<file path="config.mk">
export PLATFORM = sky130hd
export DESIGN_NAME = tx_frame_packer
export DESIGN_NICKNAME = d
export VERILOG_FILES = /design/src/rtl/tx_frame_packer.sv
export SDC_FILE = /design/constraint.sdc
export NUM_CORES = 1
export LEC_CHECK = 0
export BUFFER_PORTS_ARGS = -buffer_cell sky130_fd_sc_hd__clkbuf_2
export CAP_MARGIN = 20
export CORE_MARGIN = 2
export CORE_UTILIZATION = 25
export DETAILED_ROUTE_END_ITERATION = 10
export GPL_ROUTABILITY_DRIVEN = 0
export PLACE_DENSITY = 0.46
export SLEW_MARGIN = 25
export SYNTH_ARGS = -nofsm -noshare
export SYNTH_HDL_FRONTEND = slang
export SYNTH_SLANG_ARGS = --single-unit
</file>
<file path="constraint.sdc">
create_clock -name clk -period 1.85 [get_ports clk]
set_clock_uncertainty 0.1 [all_clocks]
set_input_delay 0.37 -clock clk [delete_from_list [all_inputs] [get_ports clk]]
set_output_delay 0.37 -clock clk [all_outputs]
set_load 0.05 [all_outputs]
</file>
<file path="src/rtl/tx_frame_packer.sv">
// tx_frame_packer: frames a payload snapshot as HEADER, payload bytes, checksum
// and feeds it one byte at a time to a UART transmitter, with an idle gap
// after every byte.
//
// Handshake with the UART: txen is a one-cycle load strobe with txdb valid in
// the same cycle (txdb reads 8'h00 otherwise). The UART answers by raising
// tx_busy some cycles later and dropping it when the byte has been shifted
// out. There is no backpressure on txen: the packer only issues the next byte
// after tx_busy has been seen low and the gap has elapsed.
module tx_frame_packer #(
  parameter int         NBYTES     = 4,
  parameter logic [7:0] HEADER     = 8'hAA,
  parameter int         CSUM_MODE  = 0,
  parameter int         GAP_CYCLES = 16
) (
  input  logic                  clk,
  input  logic                  rst,
  input  logic                  start,
  input  logic [8*NBYTES-1:0]   data_in,
  input  logic                  tx_busy,
  output logic                  txen,
  output logic [7:0]            txdb,
  output logic                  busy,
  output logic                  frame_done,
  output logic                  start_drop,
  output logic [2:0]            state_dbg
);

  typedef enum logic [2:0] {
    S_IDLE    = 3'd0,
    S_ISSUE   = 3'd1,
    S_ARM     = 3'd2,
    S_WAIT_TX = 3'd3,
    S_GAP     = 3'd4
  } state_t;

  // Index of the checksum byte, i.e. the last byte of a frame.
  localparam logic [4:0]  LAST_IDX = 5'(NBYTES + 1);
  // Final gap count value before the gap ends (unused when GAP_CYCLES is 0).
  localparam logic [15:0] GAP_LAST = (GAP_CYCLES == 0) ? 16'd0 : 16'(GAP_CYCLES - 1);

  state_t                state_q, state_d;
  logic [4:0]            idx_q, idx_d;
  logic [15:0]           gap_q, gap_d;
  logic                  arm_q, arm_d;
  logic [8*NBYTES-1:0]   snap_q, snap_d;
  logic                  txen_q, txen_d;
  logic [7:0]            txdb_q, txdb_d;

  logic [7:0]            csum;
  logic [7:0]            frame_byte;
  logic                  byte_end;
  logic                  done_c;

  // Checksum over the payload snapshot only: XOR or 8-bit wrapping sum.
  always_comb begin
    csum = 8'h00;
    for (int i = 0; i < NBYTES; i++) begin
      if (CSUM_MODE == 1) csum = csum + snap_q[8*(NBYTES-1-i) +: 8];
      else                csum = csum ^ snap_q[8*(NBYTES-1-i) +: 8];
    end
  end

  // Select frame byte at the current index: header, payload bytes, checksum.
  always_comb begin
    frame_byte = HEADER;
    for (int i = 0; i < NBYTES; i++) begin
      if (idx_q == 5'(i + 1)) frame_byte = snap_q[8*(NBYTES-1-i) +: 8];
    end
    if (idx_q == LAST_IDX) frame_byte = csum;
  end

  // Next-state logic. txen/txdb are registered from ISSUE, so the UART strobe
  // lands in the cycle after ISSUE, two cycles after start is sampled. With no
  // gap configured, WAIT_TX finishes the byte itself instead of visiting GAP.
  always_comb begin
    state_d  = state_q;
    idx_d    = idx_q;
    gap_d    = gap_q;
    arm_d    = arm_q;
    snap_d   = snap_q;
    txen_d   = 1'b0;
    txdb_d   = 8'h00;
    byte_end = 1'b0;
    done_c   = 1'b0;
    case (state_q)
      S_IDLE: begin
        if (start) begin
          snap_d  = data_in;
          idx_d   = 5'd0;
          state_d = S_ISSUE;
        end
      end
      S_ISSUE: begin
        txen_d  = 1'b1;
        txdb_d  = frame_byte;
        arm_d   = 1'b0;
        state_d = S_ARM;
      end
      S_ARM: begin
        // Two cycles in which tx_busy is ignored while the UART reacts.
        if (arm_q) state_d = S_WAIT_TX;
        else       arm_d   = 1'b1;
      end
      S_WAIT_TX: begin
        if (!tx_busy) begin
          gap_d = 16'd0;
          if (GAP_CYCLES == 0) byte_end = 1'b1;
          else                 state_d  = S_GAP;
        end
      end
      S_GAP: begin
        if (gap_q == GAP_LAST) byte_end = 1'b1;
        else                   gap_d    = gap_q + 16'd1;
      end
      default: state_d = S_IDLE;
    endcase
    if (byte_end) begin
      if (idx_q < LAST_IDX) begin
        idx_d   = idx_q + 5'd1;
        state_d = S_ISSUE;
      end else begin
        done_c  = 1'b1;
        state_d = S_IDLE;
      end
    end
  end

  // State and datapath registers with synchronous reset.
  always_ff @(posedge clk) begin
    if (rst) begin
      state_q <= S_IDLE;
      idx_q   <= 5'd0;
      gap_q   <= 16'd0;
      arm_q   <= 1'b0;
      snap_q  <= '0;
      txen_q  <= 1'b0;
      txdb_q  <= 8'h00;
    end else begin
      state_q <= state_d;
      idx_q   <= idx_d;
      gap_q   <= gap_d;
      arm_q   <= arm_d;
      snap_q  <= snap_d;
      txen_q  <= txen_d;
      txdb_q  <= txdb_d;
    end
  end

  assign txen       = txen_q;
  assign txdb       = txdb_q;
  assign busy       = (state_q != S_IDLE);
  assign frame_done = done_c & ~rst;
  assign start_drop = start & ~rst & (state_q != S_IDLE);
  assign state_dbg  = state_q;

endmodule

</file>
# Word-level counts from Yosys, hierarchy flattened

Cells that the tools add are included.

Logic and storage cells: 66
Output and inout port bits: 15
Input bits: 36
Register bits after elaboration: 66

Order comparisons: 1
Equality and inequality tests: 16
Bitwise operators: 8
Multiplexer cells: 24
$add $sub $neg: 2
Reductions and logical operators: 8

Operators by type and width:

| kind                  | count |
|---|---|
| $mux 8                | 5 |
| $mux 16               | 2 |
| $pmux 16 s2           | 1 |
| $xor 8x8->8           | 3 |
| $mux 5                | 4 |
| $add 16x1->16 const B | 1 |
| $eq 16x4->1 const B   | 1 |
| $pmux 3 s5            | 1 |
| $mux 3                | 4 |
| $eq 5x2->1 const B    | 2 |
| $eq 5x3->1 const B    | 2 |
| $ne 3x3->1 const B    | 3 |
| $eq 3x2->1 const B    | 2 |
| $mux 1                | 6 |
| $ne 2x2->1 const B    | 3 |
| $add 5x1->5 const B   | 1 |
| $eq 5x1->1 const B    | 1 |
| $lt 5x3->1 const B    | 1 |
| $reduce_and 4->1      | 1 |
| $reduce_bool 2->1     | 2 |
| $and 1x1->1           | 3 |
| $eq 3x1->1 const B    | 1 |
| $eq 3x3->1 const B    | 1 |
| $logic_not 3->1       | 1 |
| 6 further kinds       | 7 |

# Logic depth before layout (Yosys ltp)

Depth in word-level cells: 6
Depth in mapped cells: 8

# Worst setup path after synthesis

OpenSTA, ideal clock, no wires.

Kind: reg-to-output
From: reg gap_q[0]
To: out frame_done
Arrival: 2.661 ns
Path buffers: 1
Stages on the path, launching flop included: 6
Data required time: 1.380 ns
Setup slack: -1.281 ns
Cell sequence: dfxtp_1 ha_1 and3_1 clkbuf_1 nand4_1 nor4_1

Cells in the longest elaborated chain, start to end: 5

RTL lines:

| element                | RTL line | text |
|---|---|---|
| from (decl)            | 44       | `logic [15:0] gap_q, gap_d;` |
| from (signal assigned) | 142      | `gap_q <= gap_d;` |
| $eq 16x4->1            | 113      | `if (gap_q == GAP_LAST) byte_end = 1'b1;` |
| $mux 1                 | 113      |  |
| $mux 1                 | 86       | `case (state_q)` |
| $mux 1                 | 118      | `if (byte_end) begin` |
| $and 1x1->1            | 153      | `assign frame_done = done_c & ~rst;` |
| to (decl)              | 24       | `output logic frame_done,` |

Every way passes these cells.

# Worst setup path after layout

From: reg idx_q[0]
To: out frame_done

Cells in the longest elaborated chain, start to end: 4

RTL lines:

| element                | RTL line | text |
|---|---|---|
| from (decl)            | 43       | `logic [4:0] idx_q, idx_d;` |
| from (signal assigned) | 141      | `idx_q <= idx_d;` |
| $lt 5x3->1             | 119      | `if (idx_q < LAST_IDX) begin` |
| $mux 1                 | 119      |  |
| $mux 1                 | 118      |  |
| $and 1x1->1            | 153      |  |

Every way passes these cells.

==> flow_summary.json <==
{
  "run_status": "finished with violations",
  "failed_checks": "setup timing",
  "tritoncts": "built",
  "syn_area_um2": 3206,
  "clk_pin_slew_ps": 60,
  "regToRegEndpoint": "gap_q[4]",
  "setup_violations": 2,
  "drtIter0Drc": 163,
  "synthCells": 396,
  "r2r_slack_ps": 0,
  "multi_input_area_um2": 1878,
  "cts.sinks": 66,
  "synthArstFlopShare": 0,
  "antenna_found_initial": 0,
  "avgSynthCellArea_um2": 8.095,
  "ys_ff_latch": 66,
  "critical_path_class": "reg2out",
  "drtPass1Iterations": 7,
  "clock_latency_ps": 320,
  "ys.flop_type": "dfxtp_1",
  "wl_um": 8773,
  "final_cell_area_um2": 4424,
  "die_x_um": 117.2,
  "wl_per_cell_um": 13.46,
  "timing.rr.start": "state_dbg[1]",
  "dp_hpwl_um": 6023,
  "layout-area-overhead-vs-synth_pct": 38.02,
  "synth_most_common_cell": "nand2_1",
  "fin_crit_ps": 2149,
  "track_usage": 0.1297,
  "yosys.area.top_type_share": 0.4122,
  "fin_crit_sh": 1.162,
  "synth-edff-count": 0,
  "worst_slew_pin_slew_ps": 567.8,
  "seqCellArea_um2": 1340,
  "p_leak_nw": 1.726,
  "final_nets": 516,
  "route.detailed.drc": 0,
  "report.final.slew_viol_count": 0,
  "crit_arrival_ps": 1680,
  "powerDensity_nw_per_um2": 912.3,
  "fillerInstances": 1333,
  "setup_slack_ps": -299.5,
  "grt_pass1_vias": 2793,
  "ir_drop_v": 0.0004089,
  "placed_area_um2": 3930,
  "n_antenna_cell": 0,
  "drive_gt1_frac": 0.2896,
  "crit_path_end_kind": "output port",
  "critPathLaunchType": "flip-flop",
  "slew_headroom": 0.6215,
  "synth.yosys.warnings": 0,
  "die-area_um2": 13740,
  "seq_area_frac_synth": 0.4122,
  "place_ws_ps": -12.17,
  "fmax_ghz": 0.4652,
  "cts_root_buf": "clkbuf_16",
  "cap_violations": 0,
  "cp_max_fo": 4,
  "tns_ps": -303.5,
  "worstRegToRegCells": 5,
  "syn_nets": 437,
  "synth_top_area_cell": "dfxtp_1",
  "core_region_area_um2": 12570,
  "cp-endpoint": "frame_done",
  "cts-hold-fix-buffers": 0,
  "final_hold_viol_count": 0,
  "grt_pass1_wl_um": 13900,
  "worstPathRequired_ps": 1380,
  "port_buffers": 50,
  "grt_start_max_net_pins": 40,
  "drt-vias-per-instance": 4.603,
  "io_pins": 51,
  "start_util": 0.2551,
  "die_height_um": 117.2,
  "hold_path.class": "in2reg",
  "synth_top_cells_by_area": "dfxtp_1 (41%), nand2_1 (10%), a21oi_1 (8.3%), xor2_1 (3.8%), clkbuf_1 (2.6%)",
  "vias": 3001,
  "cts_max_level": 3,
  "ant_nets": 0,
  "grt_overflow": 0,
  "synth_common_cells": "nand2_1 (88), dfxtp_1 (66), a21oi_1 (53)",
  "fp-row-count": 41,
  "ys_types": 45,
  "worstSetupStartpoint": "idx_q[0]",
  "rsz0062_at_grt": "true",
  "numCtsBuffers": 9,
  "clock_path_buffers": 2
}
==> repair_timing <==
action | in CTS | in global routing
gates resized for setup | 13 | 18
setup endpoints to repair | 6 | 13
pin swaps | 1 | 4
cloned | 0 | 1
buffers inserted | 6 | 5
==> worst min-delay path by stage <==
stage / to / cells past startpoint / start
global placement: snap_q[3] / 2 / snap_q[3]
finish: snap_q[9] / 3 / data_in[9]
detailed placement: snap_q[1] / 2 / snap_q[1]
CTS: snap_q[9] / 3 / data_in[9]
floorplan: snap_q[1] / 2 / snap_q[1]
global route: snap_q[14] / 3 / data_in[14]
==> kinds of logic after synthesis <==
family	synth area share
buf+inv	0.04098
flops	0.4122
mux	0.009368
simple gates	0.2682
xor+xnor	0.07572
fa+ha+maj	0.01952
compound gates	0.1741
==> power by group <==
| part | leakage (nW) | switching [mW] | internal [mW] |
|---|---|---|---|
| clock | 0.149 | 0.621 | 1.05 |
| sequential | 0.542 | 0.0847 | 1.52 |
| combinational | 1.03 | 0.434 | 0.319 |
| total | 1.73 | 1.14 | 2.90 |
==> placed cells by master (no fill, tap or decap), types with 3 or more instances in the layout <==
cell and count:
nand4_1 5, a21oi_1 51, nand2_1 88, clkinv_2 3
o31ai_1 3, buf_4 35, clkbuf_16 10, xnor2_1 6
or3_1 5, clkbuf_2 47, nor2b_1 8, and3_1 3
nor2_1 13, dfxtp_4 3, clkbuf_8 3, buf_12 4
nand3_1 7, and4_1 3, buf_6 4, o211ai_1 8
nor3_1 4, xor2_1 14, o21ai_0 10, a221oi_1 4
nand2b_1 5, ha_2 3, dfxtp_2 6, nor3b_1 6
mux2i_1 3, o311a_1 3, dfxtp_1 57, o22ai_1 4
xnor3_1 3, inv_1 9
==> area by class of cell <==
class	instances	share of cell area
Sequential cell	66	0.3029
Multi-Input combinational cell	296	0.4245
Timing Repair Buffer	93	0.1485
Clock buffer	12	0.06278
Tap cell	172	0.04864
Inverter	9	0.007636
Clock inverter	4	0.005091
==> critical path, cell delays in order, from the launching register on <==
cell and delay, ps:
dfxtp_1 380, buf_4 130, o21ai_0 130, and2_1 240, nor4_4 290, buf_12 180
==> stage by stage <==
step	utilization	std cells	hold slack, ps	power, mW
finish	0.3520	652	163.0	4.036
global route	0.3520	652	157.7	4.234
CTS	0.3446	647	154.2	4.087
detailed placement	0.3127	625	366.6	2.333
global placement	0.3127	625	365.4	2.319
floorplan	-	396	349.7	2.113
==> sequential cells by signal, indices dropped and copies added, names as in the netlist <==
name,cells
snap_q,32
gap_q,16
txdb,8
idx_q,5
state_dbg,3
arm_q,1
txen,1
==> per-layer routing <==
layer | global-route usage | share of wire | vias to the layer above
met2 | 0.1989 | 0.46 | 38
li1 | - | - | 1548
met1 | 0.1770 | 0.50 | 1408
met3 | 0.03141 | 0.027 | 7
met5 | 0 | 0 | -
met4 | 0.04784 | 0.011 | 0
Note: power is estimated with default switching activity, not from simulation.
